**src/rtl/avaliador_atualizacoes.sv**
```systemverilog
// avaliador_atualizacoes: serial read-compare-write of one update command's neighbours into the distance memory
module avaliador_atualizacoes #(
  parameter int ADDR_WIDTH = 10,
  parameter int DISTANCIA_WIDTH = 6,
  parameter int NUM_READ_PORTS = 8,
  parameter int CUSTO_WIDTH = 4
) (
  input  logic                                  clk,
  input  logic                                  rst_n,
  input  logic                                  oe_atualizar_in,
  input  logic [NUM_READ_PORTS-1:0]             oe_vizinho_valido_in,
  input  logic [ADDR_WIDTH*NUM_READ_PORTS-1:0]  oe_endereco_in,
  input  logic [CUSTO_WIDTH*NUM_READ_PORTS-1:0] oe_menor_vizinho_in,
  input  logic [DISTANCIA_WIDTH*NUM_READ_PORTS-1:0] oe_distancia_in,
  input  logic [ADDR_WIDTH-1:0]                 oe_anterior_in,
  output logic                                  aa_atualizar_ready_out,
  output logic                                  aa_ocupado_out,
  output logic                                  mem_rd_en_out,
  output logic [ADDR_WIDTH-1:0]                 mem_rd_addr_out,
  input  logic [DISTANCIA_WIDTH-1:0]            mem_rd_distancia_in,
  input  logic                                  mem_rd_valido_in,
  output logic                                  mem_wr_en_out,
  output logic [ADDR_WIDTH-1:0]                 mem_wr_addr_out,
  output logic [DISTANCIA_WIDTH-1:0]            mem_wr_distancia_out,
  output logic [ADDR_WIDTH-1:0]                 mem_wr_anterior_out,
  output logic                                  ativo_push_out,
  output logic [ADDR_WIDTH-1:0]                 ativo_endereco_out,
  output logic [CUSTO_WIDTH-1:0]                ativo_custo_out,
  input  logic                                  ativo_cheio_in,
  output logic                                  erro_out
);
  localparam int IW = $clog2(NUM_READ_PORTS);
  typedef enum logic [1:0] {IDLE, LER, COMPARAR, FIM} estado_t;
  estado_t estado;
  logic [IW-1:0] indice;
  logic [NUM_READ_PORTS-1:0] valido_q;
  logic [ADDR_WIDTH*NUM_READ_PORTS-1:0] endereco_q;
  logic [CUSTO_WIDTH*NUM_READ_PORTS-1:0] custo_q;
  logic [DISTANCIA_WIDTH*NUM_READ_PORTS-1:0] distancia_q;
  logic [ADDR_WIDTH-1:0] anterior_q;
  logic primeiro, lida_valida_q, erro;
  logic [DISTANCIA_WIDTH-1:0] lida_q, candidato, lida;
  logic [IW:0] inicial, proximo;
  logic lida_valida, atualiza, grava;

  // {found, index} of the lowest set bit
  function automatic logic [IW:0] menor_slot(input logic [NUM_READ_PORTS-1:0] m);
    menor_slot = '0;
    for (int i = NUM_READ_PORTS - 1; i >= 0; i--)
      if (m[i]) menor_slot = {1'b1, IW'(i)};
  endfunction

  assign inicial = menor_slot(oe_vizinho_valido_in);
  assign proximo = menor_slot(valido_q & ~((NUM_READ_PORTS'(2) << indice) - NUM_READ_PORTS'(1)));
  assign candidato = distancia_q[DISTANCIA_WIDTH*indice +: DISTANCIA_WIDTH];
  // live read data on the first compare cycle, the captured copy while stalled
  assign lida = primeiro ? mem_rd_distancia_in : lida_q;
  assign lida_valida = primeiro ? mem_rd_valido_in : lida_valida_q;
  assign atualiza = !lida_valida || candidato < lida;
  assign grava = estado == COMPARAR && atualiza && !ativo_cheio_in;

  assign aa_atualizar_ready_out = estado == FIM;
  assign aa_ocupado_out = estado != IDLE;
  assign mem_rd_en_out = estado == LER;
  assign mem_rd_addr_out = endereco_q[ADDR_WIDTH*indice +: ADDR_WIDTH];
  assign mem_wr_en_out = grava;
  assign mem_wr_addr_out = mem_rd_addr_out;
  assign mem_wr_distancia_out = candidato;
  assign mem_wr_anterior_out = anterior_q;
  assign ativo_push_out = grava;
  assign ativo_endereco_out = mem_rd_addr_out;
  assign ativo_custo_out = custo_q[CUSTO_WIDTH*indice +: CUSTO_WIDTH];
  assign erro_out = erro;

  // command latch, slot walk and sticky protocol error
  always_ff @(posedge clk or negedge rst_n) begin
    if (!rst_n) begin
      estado <= IDLE;
      indice <= '0;
      valido_q <= '0;
      endereco_q <= '0;
      custo_q <= '0;
      distancia_q <= '0;
      anterior_q <= '0;
      primeiro <= 1'b0;
      lida_q <= '0;
      lida_valida_q <= 1'b0;
      erro <= 1'b0;
    end else begin
      if (oe_atualizar_in && estado != IDLE) erro <= 1'b1;
      primeiro <= 1'b0;
      case (estado)
        IDLE: if (oe_atualizar_in) begin
          valido_q <= oe_vizinho_valido_in;
          endereco_q <= oe_endereco_in;
          custo_q <= oe_menor_vizinho_in;
          distancia_q <= oe_distancia_in;
          anterior_q <= oe_anterior_in;
          indice <= inicial[IW-1:0];
          estado <= inicial[IW] ? LER : FIM;
        end
        LER: begin
          primeiro <= 1'b1;
          estado <= COMPARAR;
        end
        COMPARAR: begin
          if (primeiro) begin
            lida_q <= mem_rd_distancia_in;
            lida_valida_q <= mem_rd_valido_in;
          end
          if (!(atualiza && ativo_cheio_in)) begin
            if (proximo[IW]) indice <= proximo[IW-1:0];
            estado <= proximo[IW] ? LER : FIM;
          end
        end
        default: estado <= IDLE;
      endcase
    end
  end
endmodule

```
**config.mk**
```make
export PLATFORM = sky130hd
export DESIGN_NAME = avaliador_atualizacoes
export DESIGN_NICKNAME = d
export VERILOG_FILES = /design/src/rtl/avaliador_atualizacoes.sv
export SDC_FILE = /design/constraint.sdc
export NUM_CORES = 1
export LEC_CHECK = 0
export CORE_MARGIN = 2
export CORE_UTILIZATION = 35
export DETAILED_ROUTE_END_ITERATION = 6
export PLACE_DENSITY = 0.61
export SLEW_MARGIN = 30
export SYNTH_ARGS = -nofsm -noshare
export SYNTH_HDL_FRONTEND = slang
export SYNTH_SLANG_ARGS = --single-unit
```
**constraint.sdc**
```tcl
create_clock -name clk -period 2.99 [get_ports clk]
set_input_delay 0.299 -clock clk [delete_from_list [all_inputs] [get_ports clk]]
set_output_delay 0.299 -clock clk [all_outputs]
set_load 0.05 [all_outputs]
```
# Yosys cells after proc, flatten, opt, wreduce, memory -nomap -nowiden
# Cells that the tools add are included.
# Widths: inputs -> output; s select.
op_classes:
  bitwise_logic: 2
  add_sub_neg: 1
  n_reduce_logical: 13
  n_mux: 28
  eq_ne: 6
  n_shift: 4
  n_mul: 2
  magnitude_cmp: 1
ops:
  columns: ["op", "n"]
  rows:
  - ["$shiftx 80x8->10", 1]
  - ["$mux 4", 16]
  - ["$shiftx 48x7->6", 1]
  - ["$shiftx 32x6->4", 1]
  - ["$mux 3", 3]
  - ["$and 8x8->8", 1]
  - ["$mux 2", 4]
  - ["$not 8->8", 1]
  - ["$shl 2x3->8 const A", 1]
  - ["$sub 8x1->8 const B", 1]
  - ["$lt 6x6->1", 1]
  - ["$mul 3x3->6 const A", 1]
  - ["$mux 6", 1]
  - ["$ne 2x2->1 const B", 3]
  - ["$pmux 2 s3", 1]
  - ["$pmux 3 s2", 1]
  - ["$mul 2x3->5 const A", 1]
  - ["$eq 2x2->1 const B", 2]
  - ["$logic_and 1x1->1", 4]
  - ["$reduce_and 2->1", 2]
  - ["$reduce_and 4->1", 1]
  - ["$reduce_bool 2->1", 2]
  - ["$eq 2x1->1 const B", 1]
  - ["$logic_not 1->1", 2]
  - ["3 further kinds", 4]
totals:
  out_inout_bits: 56
  elab_cells: 68
  reg_bits: 192
  inputBits: 189

# Logic depth before layout (Yosys ltp)
depth:
  depth_word: 15
  ltp_mapped: 14
  ltp_nobuf: 10

# Worst setup path after synthesis
# No wires, ideal clock.
synth_timing:
  kind: "reg-to-output"
  startpoint: "register indice[0]"
  endpoint: "output port mem_wr_en_out"
  path_buffers: 4
  arrival_time_ns: 4.188
  setup_slack_ns: -1.497
  stages_incl_launch_ff: 13
  required_time_ns: 2.691
  path_cell_list: "dfrtp_1 buf_2 buf_2 buf_2 mux4_2 nand2_1 nand2_1 ha_1 a211o_1 nor4_1 a21o_1 nor2b_1 buf_4"
synth_between:
  elab_chain_cells: 6
synth_lines:
  columns: ["item", "line_no", "text"]
  rows:
  - ["start: declaration", "35", "logic [IW-1:0] indice;"]
  - ["start signal: assignment", "99", "indice <= inicial[IW-1:0];"]
  - ["start signal: assignment", "112", "if (proximo[IW]) indice <= proximo[IW-1:0];"]
  - ["$mul 2x3->5", "55", "assign candidato = distancia_q[DISTANCIA_WIDTH*indice +: DISTANCIA_WIDTH];"]
  - ["$shiftx 48x7->6", "55", null]
  - ["named net mem_wr_distancia_out[5]", "24", "output logic [DISTANCIA_WIDTH-1:0] mem_wr_distancia_out,"]
  - ["$lt 6x6->1", "59", "assign atualiza = !lida_valida || candidato < lida;"]
  - ["$logic_or 1x1->1", "59", null]
  - ["$logic_and 1x1->1 (2 in series)", "60", "assign grava = estado == COMPARAR && atualiza && !ativo_cheio_in;"]
  - ["end: declaration", "22", "output logic mem_wr_en_out,"]
# The timed path passes the listed nets, and every way through them passes these cells.

# Worst setup path after layout
layout_timing:
  startpoint: "register indice[0]"
  endpoint: "output port mem_wr_en_out"
layout_between:
  elab_chain_cells: 6
layout_lines:
  columns: ["item", "line_no"]
  rows:
  - ["$mul 2x3->5", "55"]
  - ["$shiftx 48x7->6", "55"]
  - ["$lt 6x6->1", "59"]
  - ["$logic_or 1x1->1", "59"]
  - ["$logic_and 1x1->1 (2 in series)", "60"]
# Every way passes these cells.

==> impl_metrics.ini <==
[cells_and_area]
num-nets-final = 1055
diodes = 0
instances_no_fill = 1204
drive_gt1_share_pct = 39.2
final_core_util_pct = 51.3
areaGrowthSynthToFinish_pct = 44.6
fin_area_um2 = 12900

[sta]
finalSetupViolCount = 3
worst_slack_ns = -0.306
finalCritPeriodShare_pct = 110
max_freq_mhz = 303
hold_viol = 0
relSlewSlack_pct = 53.1
clock_skew_ns = 0.00842
whs_ns = 0.468
tightest_slew_ns = 0.704
rsz0062_at_grt = yes
maxSlewViolCount = 0
period_needed_ns = 3.30

[detailed_routing]
ant_nets = 0
drc = 0
post_drt_wl_per_cell_um = 18.4
num_vias = 5888
finalWirelength_mm = 22.2
dr.pass1.iters = 4
drtIter0Drc = 223
viasPerCell = 4.89

[logic_synthesis]
synth_seq_cells = 191
ys_seq_area_share_pct = 53.6
ys_warn_count = 0
synthCells = 629
netlist_area_um2 = 8910
synth_top_cell_by_area = dfrtp_1
ys_async_sr_fraction_pct = 100
synth.avg_cell_area_um2 = 14.2
syn-num-nets = 823
yosys-top-cells-area = dfrtp_1 54%, mux2_2 23%, mux4_2 9.6%, nand2_1 2.8%, buf_4 1.9%
synth_edf_count = 0
synth_cell_types = 39
synth_top_area_share_pct = 53.6
yosysMostFrequentCell = dfrtp_1
synthTopCellsByCount = 191 x dfrtp_1, 179 x mux2_2, 67 x nand2_1
ys.flop_type = dfrtp_1

[power]
comb_power_share_pct = 61.3
power.switching_w = 0.00740
cellInternalPower_w = 0.0109
pwr-share-seq_pct = 25.6
netSwitchingFraction_pct = 40.5
leakagePower_nw = 5.27
power.total_w = 0.0183
clkPwrFrac_pct = 13.2
ir_worst_vdd_v = 0.00126
power_density_nw_per_um2 = 1420

[placement]
dp_hpwl_mm = 15.8
port_buffers = 244
dpl_cell_area_um2 = 12200
place.gp.congestion = 0.738
place_inst = 1167

[clock_tree]
clk_path_buf_depth = 2
cts_buffers = 17
clock_sinks = 191
clock-root-buffer = clkbuf_16
path_clk_slew_ns = 0.08
htree_levels = 4
cts_tree = yes
clock_latency_ns = 0.43

[flow_run]
maxCapViolations = 0

[critical_path]
r2r-end = indice[0]
required_ns = 2.69
worstPathArrival_ns = 3.00
crit_buf_inv = 1
start_kind = register
r2r_start = indice[0]
cp_max_fo = 7
cp_slowest_stage_delay_ns = 0.56
regToRegSetupSlack_ns = -0.03
path_cells = mux4_2, nand2_4, nand2_8, ha_4, a211o_1, nor4_2, a21o_1, nor2b_4, buf_12
cp_slowest_cell = mux4_2
cp_top_family = simple AND/OR/NAND/NOR gates
r2r_cells = 13
worstSetupEndpointType = output pin
crit_type = reg -> out

[global_route]
grt_pass1_vias = 6348
track_usage_pct = 17.2
grt_max_degree = 97
grt-ovfl-total = 0
antenna_found_initial = 1
grt_pass1_wl_mm = 35.3

[floorplan]
io-pin-count = 245
core_um2 = 25100
start_util_pct = 35.5
die-area_um2 = 26800
rows = 58
die_y_um = 164
chipWidth_um = 164

[hold_path]
holdPathStages = 1
hold_path_class = reg -> reg
holdPathEnd = erro_out
hp-start = erro_out

[outcome]
status = finished, violations left
violations = negative setup slack
stage by stage:
| step | setup slack [ns] | TNS [ns] |
|---|---|---|
| finish | -0.306 | -0.642 |
| global route | -0.438 | -1.53 |
| CTS | -0.350 | -0.700 |
| detailed placement | -0.00811 | -0.0153 |
| global placement | 0.0283 | 0 |
| floorplan | -0.312 | -0.408 |
flip-flops by register name (all words and copies together), names as in the netlist, 2 cells and up:
| signal | cells |
|---|---|
| lida_q | 6 |
| custo_q | 32 |
| distancia_q | 48 |
| endereco_q | 80 |
| indice | 3 |
| estado | 2 |
| mem_wr_anterior_out | 10 |
| valido_q | 7 |
layout make-up:
cell class	instances	area, um^2
Clock buffer	17	425
Fill cell	2202	12200
Sequential cell	191	4790
Timing Repair Buffer	272	3150
Multi-Input combinational cell	373	3900
Inverter	6	22.5
Clock inverter	15	196
Tap cell	330	413
cell usage in the layout, fill, tap and decap left out, types with 3 or more instances in the layout:
cell type / netlist / routed
nand2b_1: 3 / 3
o21bai_1: 4 / 4
o211ai_1: 3 / 3
inv_6: 0 / 4
inv_1: 6 / 6
mux4_2: 38 / 38
dfrtp_1: 191 / 188
a2bb2oi_1: 3 / 3
ha_4: 0 / 3
o21ai_0: 9 / 9
nand2_4: 0 / 5
clkbuf_16: 0 / 17
a31oi_1: 3 / 3
mux2i_1: 11 / 11
mux2_2: 179 / 179
a21o_1: 3 / 3
nand2_1: 67 / 56
a21oi_1: 8 / 7
nor2_1: 11 / 11
buf_12: 0 / 47
clkdlybuf4s50_1: 0 / 201
nand2_2: 0 / 5
buf_4: 22 / 20
inv_8: 0 / 4
nor2b_1: 5 / 4
worst reg2reg max path, stage by stage (launching register included):
cell       delay, ns
dfrtp_4         0.51
buf_12          0.15
mux4_2          0.50
nand2_2         0.10
nand2_4         0.07
ha_4            0.27
o211ai_1        0.08
a21oi_1         0.16
o22ai_1         0.09
a21o_1          0.19
buf_4           0.14
buf_6           0.11
a2111oi_4       0.34
mux2i_1         0.22
worst max path at each step:
stage	startpoint	end	slack, ns	cells after the start
after global placement	indice[0]	mem_wr_en_out	0.03	9
after global routing	indice[0]	mem_wr_en_out	-0.44	11
final	indice[0]	mem_wr_en_out	-0.31	9
after CTS	indice[0]	mem_wr_en_out	-0.35	11
after detailed placement	indice[0]	mem_wr_en_out	-0.008	9
after floorplan	indice[0]	mem_wr_en_out	-0.31	12
power groups by stage:
stage               sequential (W)  clock (W)  combinational [W]
CTS                        0.00470    0.00248             0.0113
finish                     0.00467    0.00241             0.0112
global placement           0.00473          0             0.0111
detailed placement         0.00477          0             0.0111
floorplan                  0.00464          0            0.00718
global route               0.00488    0.00259             0.0119
routing by layer:
layer / part of all wire (%) / up-vias / track usage [%]
met5: 0.059 / - / 0
met4: 0.65 / 2 / 3.27
met3: 8.5 / 14 / 5.99
met2: 46 / 188 / 26.8
met1: 45 / 2955 / 23.4
li1: - / 2729 / -
timing repair:
| action | CTS | global route |
|---|---|---|
| hold endpoints to repair | 78 | 0 |
| setup buffers | 2 | 2 |
| pin swaps | 6 | 1 |
| hold buffers | 1 | 0 |
| gates resized for setup | 6 | 4 |
| endpoints found under the setup margin | 2 | 5 |
cells by family after synthesis:
group / synth area share (%)
fa+ha+maj: 0.702
simple gates: 4.62
mux: 33.5
buf+inv: 4.06
flops: 53.6
compound gates: 3.52
Power figures use the tool's default switching activity.
